### src/rtl/mips_mem_arbiter_vn.sv
// mips_mem_arbiter_vn: arbitrates CH requesters onto one shared von Neumann memory port
module mips_mem_arbiter_vn #(
   parameter int N    = 32,
   parameter int A    = 32,
   parameter int CH   = 3,
   parameter int WAIT = 1,
   parameter int RR   = 1
) (
   input  logic                  clk,
   input  logic                  rst,
   input  logic                  ena,
   input  logic [CH-1:0]         req_valid,
   input  logic [CH-1:0]         req_wr,
   input  logic [CH*A-1:0]       req_addr,
   input  logic [CH*N-1:0]       req_wr_data,
   output logic [CH-1:0]         req_ready,
   output logic [CH-1:0]         rsp_valid,
   output logic [N-1:0]          rsp_data,
   output logic                  busy,
   output logic [$clog2(CH)-1:0] grant_id,
   output logic [A-1:0]          mem_addr,
   output logic [N-1:0]          mem_wr_data,
   output logic                  mem_wr_ena,
   input  logic [N-1:0]          mem_rd_data
);
   localparam int GW = $clog2(CH);
   typedef enum logic [1:0] {IDLE, ISSUE, RWAIT, DONE} state_t;
   state_t state;
   logic [3:0] cnt;
   logic [GW-1:0] last_grant, start, sel;
   logic [GW:0] idx;
   logic take;
   assign start = (RR != 0 && last_grant != GW'(CH - 1)) ? last_grant + 1'b1 : '0;
   assign take = rst && ena && state == IDLE && |req_valid;
   assign req_ready = take ? CH'(1) << sel : '0;
   // scan downward so the valid channel nearest the search start wins
   always_comb begin
      sel = '0;
      idx = '0;
      for (int k = CH - 1; k >= 0; k--) begin
         idx = {1'b0, start} + (GW + 1)'(k);
         idx = idx >= (GW + 1)'(CH) ? idx - (GW + 1)'(CH) : idx;
         sel = req_valid[idx[GW-1:0]] ? idx[GW-1:0] : sel;
      end
   end
   // access sequencer; memory-side outputs are registered on entry to each state
   always_ff @(posedge clk or negedge rst) begin
      if (!rst) begin
         state       <= IDLE;
         cnt         <= '0;
         last_grant  <= '0;
         rsp_data    <= '0;
         rsp_valid   <= '0;
         busy        <= 1'b0;
         grant_id    <= '0;
         mem_addr    <= '0;
         mem_wr_data <= '0;
         mem_wr_ena  <= 1'b0;
      end else begin
         rsp_valid <= '0;
         case (state)
            IDLE: if (take) begin
               state       <= ISSUE;
               busy        <= 1'b1;
               grant_id    <= sel;
               last_grant  <= sel;
               mem_addr    <= req_addr[sel*A +: A];
               mem_wr_ena  <= req_wr[sel];
               mem_wr_data <= req_wr[sel] ? req_wr_data[sel*N +: N] : '0;
            end
            ISSUE: begin
               mem_wr_ena  <= 1'b0;
               mem_wr_data <= '0;
               cnt         <= 4'(WAIT - 1);
               state       <= mem_wr_ena ? DONE : RWAIT;
               mem_addr    <= mem_wr_ena ? '0 : mem_addr;
               rsp_valid   <= mem_wr_ena ? CH'(1) << grant_id : '0;
            end
            RWAIT: if (cnt == 4'd0) begin
               rsp_data  <= mem_rd_data;
               mem_addr  <= '0;
               rsp_valid <= CH'(1) << grant_id;
               state     <= DONE;
            end else begin
               cnt <= cnt - 4'd1;
            end
            DONE: begin
               state    <= IDLE;
               busy     <= 1'b0;
               grant_id <= '0;
            end
         endcase
      end
   end
endmodule

### config.mk
export PLATFORM = sky130hd
export DESIGN_NAME = mips_mem_arbiter_vn
export DESIGN_NICKNAME = d
export VERILOG_FILES = /design/src/rtl/mips_mem_arbiter_vn.sv
export SDC_FILE = /design/constraint.sdc
export NUM_CORES = 1
export LEC_CHECK = 0
export CELL_PAD_IN_SITES_DETAIL_PLACEMENT = 1
export CELL_PAD_IN_SITES_GLOBAL_PLACEMENT = 2
export CORE_ASPECT_RATIO = 1.25
export CORE_MARGIN = 2
export CORE_UTILIZATION = 19
export DETAILED_ROUTE_END_ITERATION = 10
export PLACE_DENSITY = 0.76
export SLEW_MARGIN = 25
export SYNTH_ARGS = -nofsm -noshare
export SYNTH_HDL_FRONTEND = slang
export SYNTH_SLANG_ARGS = --single-unit
### constraint.sdc
create_clock -name clk -period 1.9 [get_ports clk]
set_input_delay 0.38 -clock clk [delete_from_list [all_inputs] [get_ports clk]]
set_output_delay 0.38 -clock clk [all_outputs]
set_load 0.05 [all_outputs]
==> results.md, run 1 <==
- Top post-synthesis cells by area: dfrtp_1 50%, a221oi_1 10%, a21boi_0 8.6%
- TritonCTS clock tree: yes
- LEAKAGE: 4.31 nW
- Crit path DAT: 2190 ps
- Die area: 30600 um^2
- CP Data Required Time: 2180 ps
- Worst setup EP type: register
- Hold Vio Cnt, Final: 0
- Cells after Synth: 491
- Crit share post-route: 100%
- Largest net degree at the start of global routing: 112
- Period minus WS final: 1910 ps
- Rows: 70
- Pint: 7.87 mW
- Die Wd: 157 um
- Clk_lat worst skew: approximately 370 ps
- Fin nets: 1100
- Area leader, netlist: dfrtp_1
- Drc violations: 0
- R2R setup slack: -8 ps
- Global-route wire length before repair: 36.4 mm
- Via density: 4.53
- Delay-heaviest family, CP: simple AND/OR/NAND/NOR gates
- Crit path cell chain: inv_1 -> ha_1 -> or3b_4 -> a22oi_2 -> nand3b_1 -> buf_12 -> o2bb2ai_1
- RR Endpoint: mem_addr[27]
- Status: finished with violations
- CTS clk-pin slew, worst paths: approximately 80 ps
- Power per cell area: 1470 nW/um^2
- R2r startpoint: cnt[1]
- Die height: roughly 200 um
- PnR worst setup slack: -8.07 ps
- CP peak stage delay: roughly 400 ps
- GRT Total Usage: 15.6%
- Worst Reg2Reg Path Length in Cells: 7
- Setup crit start kind: register
- WL final: 24.6 mm
- Max_slew headroom: 56.2%
- Post-synthesis sequential area ratio: between 50% and 60%
- Core area: around 29000 um^2
- CTS Buffer Depth: 2
- Max-cap viol count: 0
- Worst hold path type: input port to async pin
- Net Count, Synth: 731
- Sw Ratio: 47.9%
- FMAX: 0.524 GHz
- Worst VDD drop: about 580 uV
- Via count: ~5700
- H-tree depth: 3
- Final setup vio count: 2
- CP bufs+invs: 2
- IO Port Bufs: 338
- Vias in the first global route: 6138
- Skew final: about 12 ps
- Netlist area before placement: 5560 um^2
- Syn_area_per_cell: about 11 um^2
- Clock share of power: 13.6%
- FF+latch count, synth: 111
- Total clock sinks: between 100 and 150
- RSZ-0062 raised after global routing: true
- DRT Pass-1 Iters: 4
- DR iter-0 viols: 219
- Largest fanout on the critical path: 32
- CTS root buf: clkbuf_16
- WS Path Type: register to register
- ANT nets after route: 0
- Grt total ovfl: 0
- Part of the power in registers: 24.6%
- Synth top area share: 50.0%
- Utilization after layout: 35.5%
- Syn. warnings: 0
- Slew Viols, Final: 0
- Num CTS Buffers: 9
- Slowest CP cell: dfrtp_1
- Share of layout cells above drive strength 1: 25.1%
- Routability cong.: around 0.75
- Worst slew pin tran: around 660 ps
- Count of cell types in the netlist: 38
- Comb power frac: 61.8%
- Ant diodes: 0
- PnR Total Power: between 15 and 20 mW
- Synthesis-to-finish area growth: 85.0%
- Initial antenna violation count: 2
- I/O pins: 339
- WL per Instance: 19.5 um
- Initial Util: 19.2%
- Failing checks: negative setup slack
- Post-DP HPWL: 18.1 mm
- Sw power: 7.25 mW
==> sequential cells by signal, summed over array words and instances (netlist names) <==
| signal | count |
|---|---|
| mem_wr_ena | 1 |
| rsp_valid | 3 |
| grant_id | 2 |
| state | 2 |
| mem_addr | 32 |
| busy | 1 |
| rsp_data | 32 |
| mem_wr_data | 32 |
| last_grant | 2 |
| cnt | 4 |
==> cell usage in the layout (no fill, tap or decap), drive strengths merged, types with 3 or more instances in the layout <==
cell / Yosys / final
inv: 10 / 11
clkinv: 0 / 3
a221oi: 64 / 64
nor3: 3 / 3
nor2: 7 / 7
nand2: 38 / 38
a21boi: 64 / 64
clkbuf: 29 / 12
buf: 18 / 138
a21oi: 6 / 6
o31ai: 32 / 32
mux2: 32 / 32
dlygate4sd2: 0 / 37
clkdlybuf4s50: 0 / 227
o21ai: 9 / 9
and2: 3 / 3
dfrtp: 111 / 111
ha: 7 / 7
a22o: 4 / 4
o2bb2ai: 33 / 33
==> final cells by class <==
type | instances | area (um^2)
clock inverters | 5 | 65.1
multi-input cells | 323 | 2710
fillers | 3214 | 18700
well taps | 396 | 495
flip-flops and latches | 111 | 2780
repair buffers | 405 | 3940
clock buffers | 11 | 243
inverters | 10 | 40.0
==> logic make-up (layout without fill, tap and decap cells) <==
kind of cell	after synthesis	in the layout	share of synthesized area [%]
simple gates	63	63	5.52
fa+ha+maj	7	7	1.58
buf+inv	57	431	4.68
mux	33	33	6.67
flops	111	111	50.0
compound gates	219	219	31.4
xor+xnor	1	1	0.158
==> how the worst max path moves through the flow <==
| stage | startpoint | to | slack (ps) | depth (start not counted) |
|---|---|---|---|---|
| 2_1_floorplan | state[1] | req_ready[1] | -0.2 | 5 |
| 3_3_place_gp | req_valid[2] | mem_wr_data[0] | -640 | 7 |
| 3_5_place_dp | req_valid[2] | mem_wr_data[0] | -670 | 7 |
| 4_1_cts | last_grant[1] | req_ready[2] | -40 | 4 |
| 5_1_grt | cnt[1] | mem_addr[29] | -120 | 7 |
| 6_report | cnt[1] | mem_addr[27] | -8 | 7 |
==> cell usage after synthesis <==
cell type	n
nor4b_4	1
a22oi_2	1
o31ai_1	32
a21boi_0	64
nand4b_1	1
nand2_2	1
nand2b_1	2
a2bb2oi_1	1
nor2b_1	1
o311a_2	1
nor3_1	3
inv_1	10
buf_2	13
o2bb2ai_1	33
and2_1	3
xor2_1	1
nor3b_1	2
nand3_1	1
buf_6	4
dfrtp_1	111
nand3b_1	2
nor2_1	7
mux2_1	1
ha_1	7
o311ai_1	1
or3_1	1
a22o_1	4
buf_1	1
a21oi_1	6
nand2_1	37
mux2i_1	1
or3b_1	1
o21ai_0	9
a22oi_1	1
a21o_1	2
a221oi_1	64
clkbuf_1	29
mux2_2	31
==> repair_timing <==
action	in CTS	in global routing
setup endpoints to repair	95	75
resized for setup	62	15
pin swaps	3	3
setup buffers	7	6
hold endpoints to repair	0	0
gates cloned	0	2
hold buffers	0	0
==> metrics by stage <==
stage | std cells | hold slack [ps] | worst slack, ps | setup TNS (ps) | area [um^2]
floorplan | 491 | 84.4 | -0.244 | -0.487 | 5590
global placement | 1230 | 459 | -641 | -26470 | 9730
detailed placement | 1230 | 466 | -672 | -31880 | 9730
CTS | 1253 | 199 | -35.7 | -39.2 | 10100
global route | 1261 | 214 | -118 | -3150 | 10300
finish | 1261 | 142 | -8.07 | -13.8 | 10300
==> power by group through the flow <==
| stage | Clock, mW | Combinational (mW) | Sequential, mW |
|---|---|---|---|
| 2_1_floorplan | 0 | 2.77 | 6.44 |
| 3_3_place_gp | 0 | 9.12 | 3.73 |
| 3_5_place_dp | 0 | 9.25 | 3.75 |
| 4_1_cts | 2.16 | 9.20 | 3.71 |
| 5_1_grt | 2.25 | 9.93 | 3.83 |
| 6_report | 2.06 | 9.34 | 3.72 |
==> worst reg2reg max path, cell delays in order (launching register included) <==
cell and delay [ps]:
dfrtp_1 400, inv_1 60, ha_1 160, or3b_4 400, a22oi_2 220, nand3b_1 170
buf_12 210, o2bb2ai_1 200
==> per-layer routing <==
| metal | part of all wire, % | routed length (um) | global-route usage, % | up-vias |
|---|---|---|---|---|
| li1 | - | - | - | 2658 |
| met1 | 40 | 9730 | 18.3 | 2815 |
| met2 | 52 | 12800 | 27.9 | 206 |
| met3 | 6.4 | 1560 | 3.82 | 27 |
| met4 | 1.8 | 438 | 4.66 | 4 |
| met5 | 0.094 | 23 | 0 | - |
(Power assumes the default switching activity.)
==> run 2, diff against run 1 <==
--- a/config.mk
+++ b/config.mk
@@ -9,8 +9,9 @@
 export CELL_PAD_IN_SITES_GLOBAL_PLACEMENT = 2
 export CORE_ASPECT_RATIO = 1.25
 export CORE_MARGIN = 2
-export CORE_UTILIZATION = 19
+export CORE_UTILIZATION = 33
 export DETAILED_ROUTE_END_ITERATION = 10
+export DONT_BUFFER_PORTS = 1
 export PLACE_DENSITY = 0.76
 export SLEW_MARGIN = 25
 export SYNTH_ARGS = -nofsm -noshare
==> results.md, run 2 (same netlist as run 1, synthesis figures left out) <==
- Status: finished with violations
- Failing checks: negative hold slack
- Die Wd: 120 um
- Area occupied by multi-input gates: 2690 um^2
- RSZ-0062 raised after global routing: true
- Largest fanout on the critical path: 4
- Drc violations: 0
- R2R setup slack: 60 ps
- Fin nets: about 750
- Sequential Area: roughly 2800 um^2
- DP Cell Count: 690
- Largest net degree at the start of global routing: approximately 110
- Fill count: roughly 1800
- ANT nets after route: 0
- PnR Total Power: roughly 13 mW
- WHS: -286 ps
- Initial antenna violation count: 1
- H-tree depth: 3
- Grt total ovfl: 0
- Vias in the first global route: 4709
- FMAX: approximately 0.53 GHz
- CP Data Required Time: 1520 ps
- Commonest non-fill, non-tap cells in the layout: 109 x dfrtp_1, 64 x a21boi_0, 64 x a221oi_1
- Via density: 6.04
- LEAKAGE: 2.74 nW
- Power per cell area: 1940 nW/um^2
- Worst VDD drop: about 950 uV
- Largest regs: mem_addr x32, mem_wr_data x32, rsp_data x32
- Routability cong.: around 0.76
- Final Non-Filler Cells: 732
- Worst setup EP type: output port
- Core area: approximately 17000 um^2
- Post-DP HPWL: between 10 and 15 mm
- Commonest non-fill, non-tap cell in the layout: dfrtp_1
- Worst Reg2Reg Path Length in Cells: 7
- Worst slew pin tran: 579 ps
- Clk_lat worst skew: 350 ps
- Max_slew headroom: around three fifths
- GRT Total Usage: 19.4%
- Via count: 4421
- Total clock sinks: 111
- Num CTS Buffers: 9
- TritonCTS clock tree: yes
- Setup crit start kind: register
- Crit share post-route: 99.8%
- WL per Instance: 25.4 um
- Max-cap viol count: 0
- CTS clk-pin slew, worst paths: 80 ps
- Worst hold path type: input port to async pin
- DRT Pass-1 Iters: 4
- CTS Buffer Depth: 2
- Rows: 53
- R2r startpoint: cnt[0]
- IO Port Bufs: 0
- I/O pins: 339
- Synthesis-to-finish area growth: 21.6%
- Die area: 17900 um^2
- RR Endpoint: mem_addr[26]
- Initial Util: 33.4%
- Crit path DAT: 1520 ps
- Skew final: 10.1 ps
- Share of layout cells above drive strength 1: roughly a quarter
- Global-route wire length before repair: 26.9 mm
- WS Path Type: register to output port
- Die height: between 100 and 150 um
- Ant diodes: 0
- CTS root buf: clkbuf_16
- Final setup vio count: 0
- WL final: 18.6 mm
- Slew Viols, Final: 0
- Period minus WS final: roughly 1900 ps
- Hold Vio Cnt, Final: about 110
- DR iter-0 viols: 158
[run 2: changes by cell type in the layout (fill, tap and decap cells not counted), moves of 6 or more]
cell / before / now
o31ai_2: 3 / 9
buf_12: 19 / 13
dlygate4sd2_1: 37 / 0
buf_6: 7 / 0
buf_4: 112 / 34
clkdlybuf4s50_1: 227 / 0
o31ai_1: 29 / 23
[run 2: worst max path at each step]
stage                  startpoint        endpoint  slack, ps  depth (start not counted)
floorplan                state[1]    req_ready[1]       -0.2                          5
detailed placement       state[1]  mem_wr_data[2]        -50                          6
finish              last_grant[0]    req_ready[1]          3                          5
CTS                 last_grant[1]    req_ready[2]       -0.1                          4
global placement         state[0]     rsp_data[9]        100                          6
global route               cnt[0]     mem_addr[0]       -100                          7
[run 2: area by class of cell]
| class | instances | share of cell area (%) |
|---|---|---|
| tap | 220 | 4.08 |
| timing repair buffer | 52 | 9.82 |
| clock buffer | 10 | 3.39 |
| clock inverter | 6 | 1.11 |
| inverter | 10 | 0.556 |
| sequential | 111 | 41.2 |
| multi-input combinational | 323 | 39.9 |
[run 2: metal layers]
metal / global-route usage [%] / up-vias / routed length, um / part of all wire [%]
li1: - / 1943 / - / -
met1: 22.2 / 2211 / 7180 / 39
met2: 34.8 / 234 / 9660 / 52
met3: 5.66 / 31 / 1370 / 7.3
met4: 6.18 / 2 / 406 / 2.2
met5: 0 / - / 13 / 0.070
[run 2: critical path, cell delays in order (launching register included)]
cell	delay, ps
dfrtp_2	430
buf_4	150
nor2_4	90
o2bb2ai_4	160
and2_4	210
buf_12	130
[run 2: timing repair]
action / 4_1_cts / 5_1_grt
endpoints found under the hold margin: 111 / 111
setup endpoints to repair: 27 / 98
resized for setup: 15 / 12
cloned: 3 / 2
setup buffers: 10 / 11
pin swaps: 5 / 9
[run 2: report_power, final]
group          leakage [nW]  internal (mW)  switching, mW
sequential             1.43           3.17           3.45
clock                 0.146           1.05          0.927
combinational          1.17           2.15           2.36
[run 2: through the flow]
step | cell area [um^2] | setup TNS, ps | utilization [%] | worst slack [ps]
5_1_grt | 6750 | -2230 | 40.6 | -97.1
4_1_cts | 6570 | -0.106 | 39.5 | -0.106
3_3_place_gp | 6030 | 0 | 36.2 | 99.6
3_5_place_dp | 6030 | -128 | 36.2 | -53.7
2_1_floorplan | 5590 | -0.487 | - | -0.244
6_report | 6750 | 0 | 40.6 | 3.13
==> run 3, diff against run 2 <==
--- a/config.mk
+++ b/config.mk
@@ -5,6 +5,7 @@
 export SDC_FILE = /design/constraint.sdc
 export NUM_CORES = 1
 export LEC_CHECK = 0
+export ABC_AREA = 0
 export CELL_PAD_IN_SITES_DETAIL_PLACEMENT = 1
 export CELL_PAD_IN_SITES_GLOBAL_PLACEMENT = 2
 export CORE_ASPECT_RATIO = 1.25
==> results of run 3 <==
No change in the layout: final DEF, timing and power equal those of run 2.
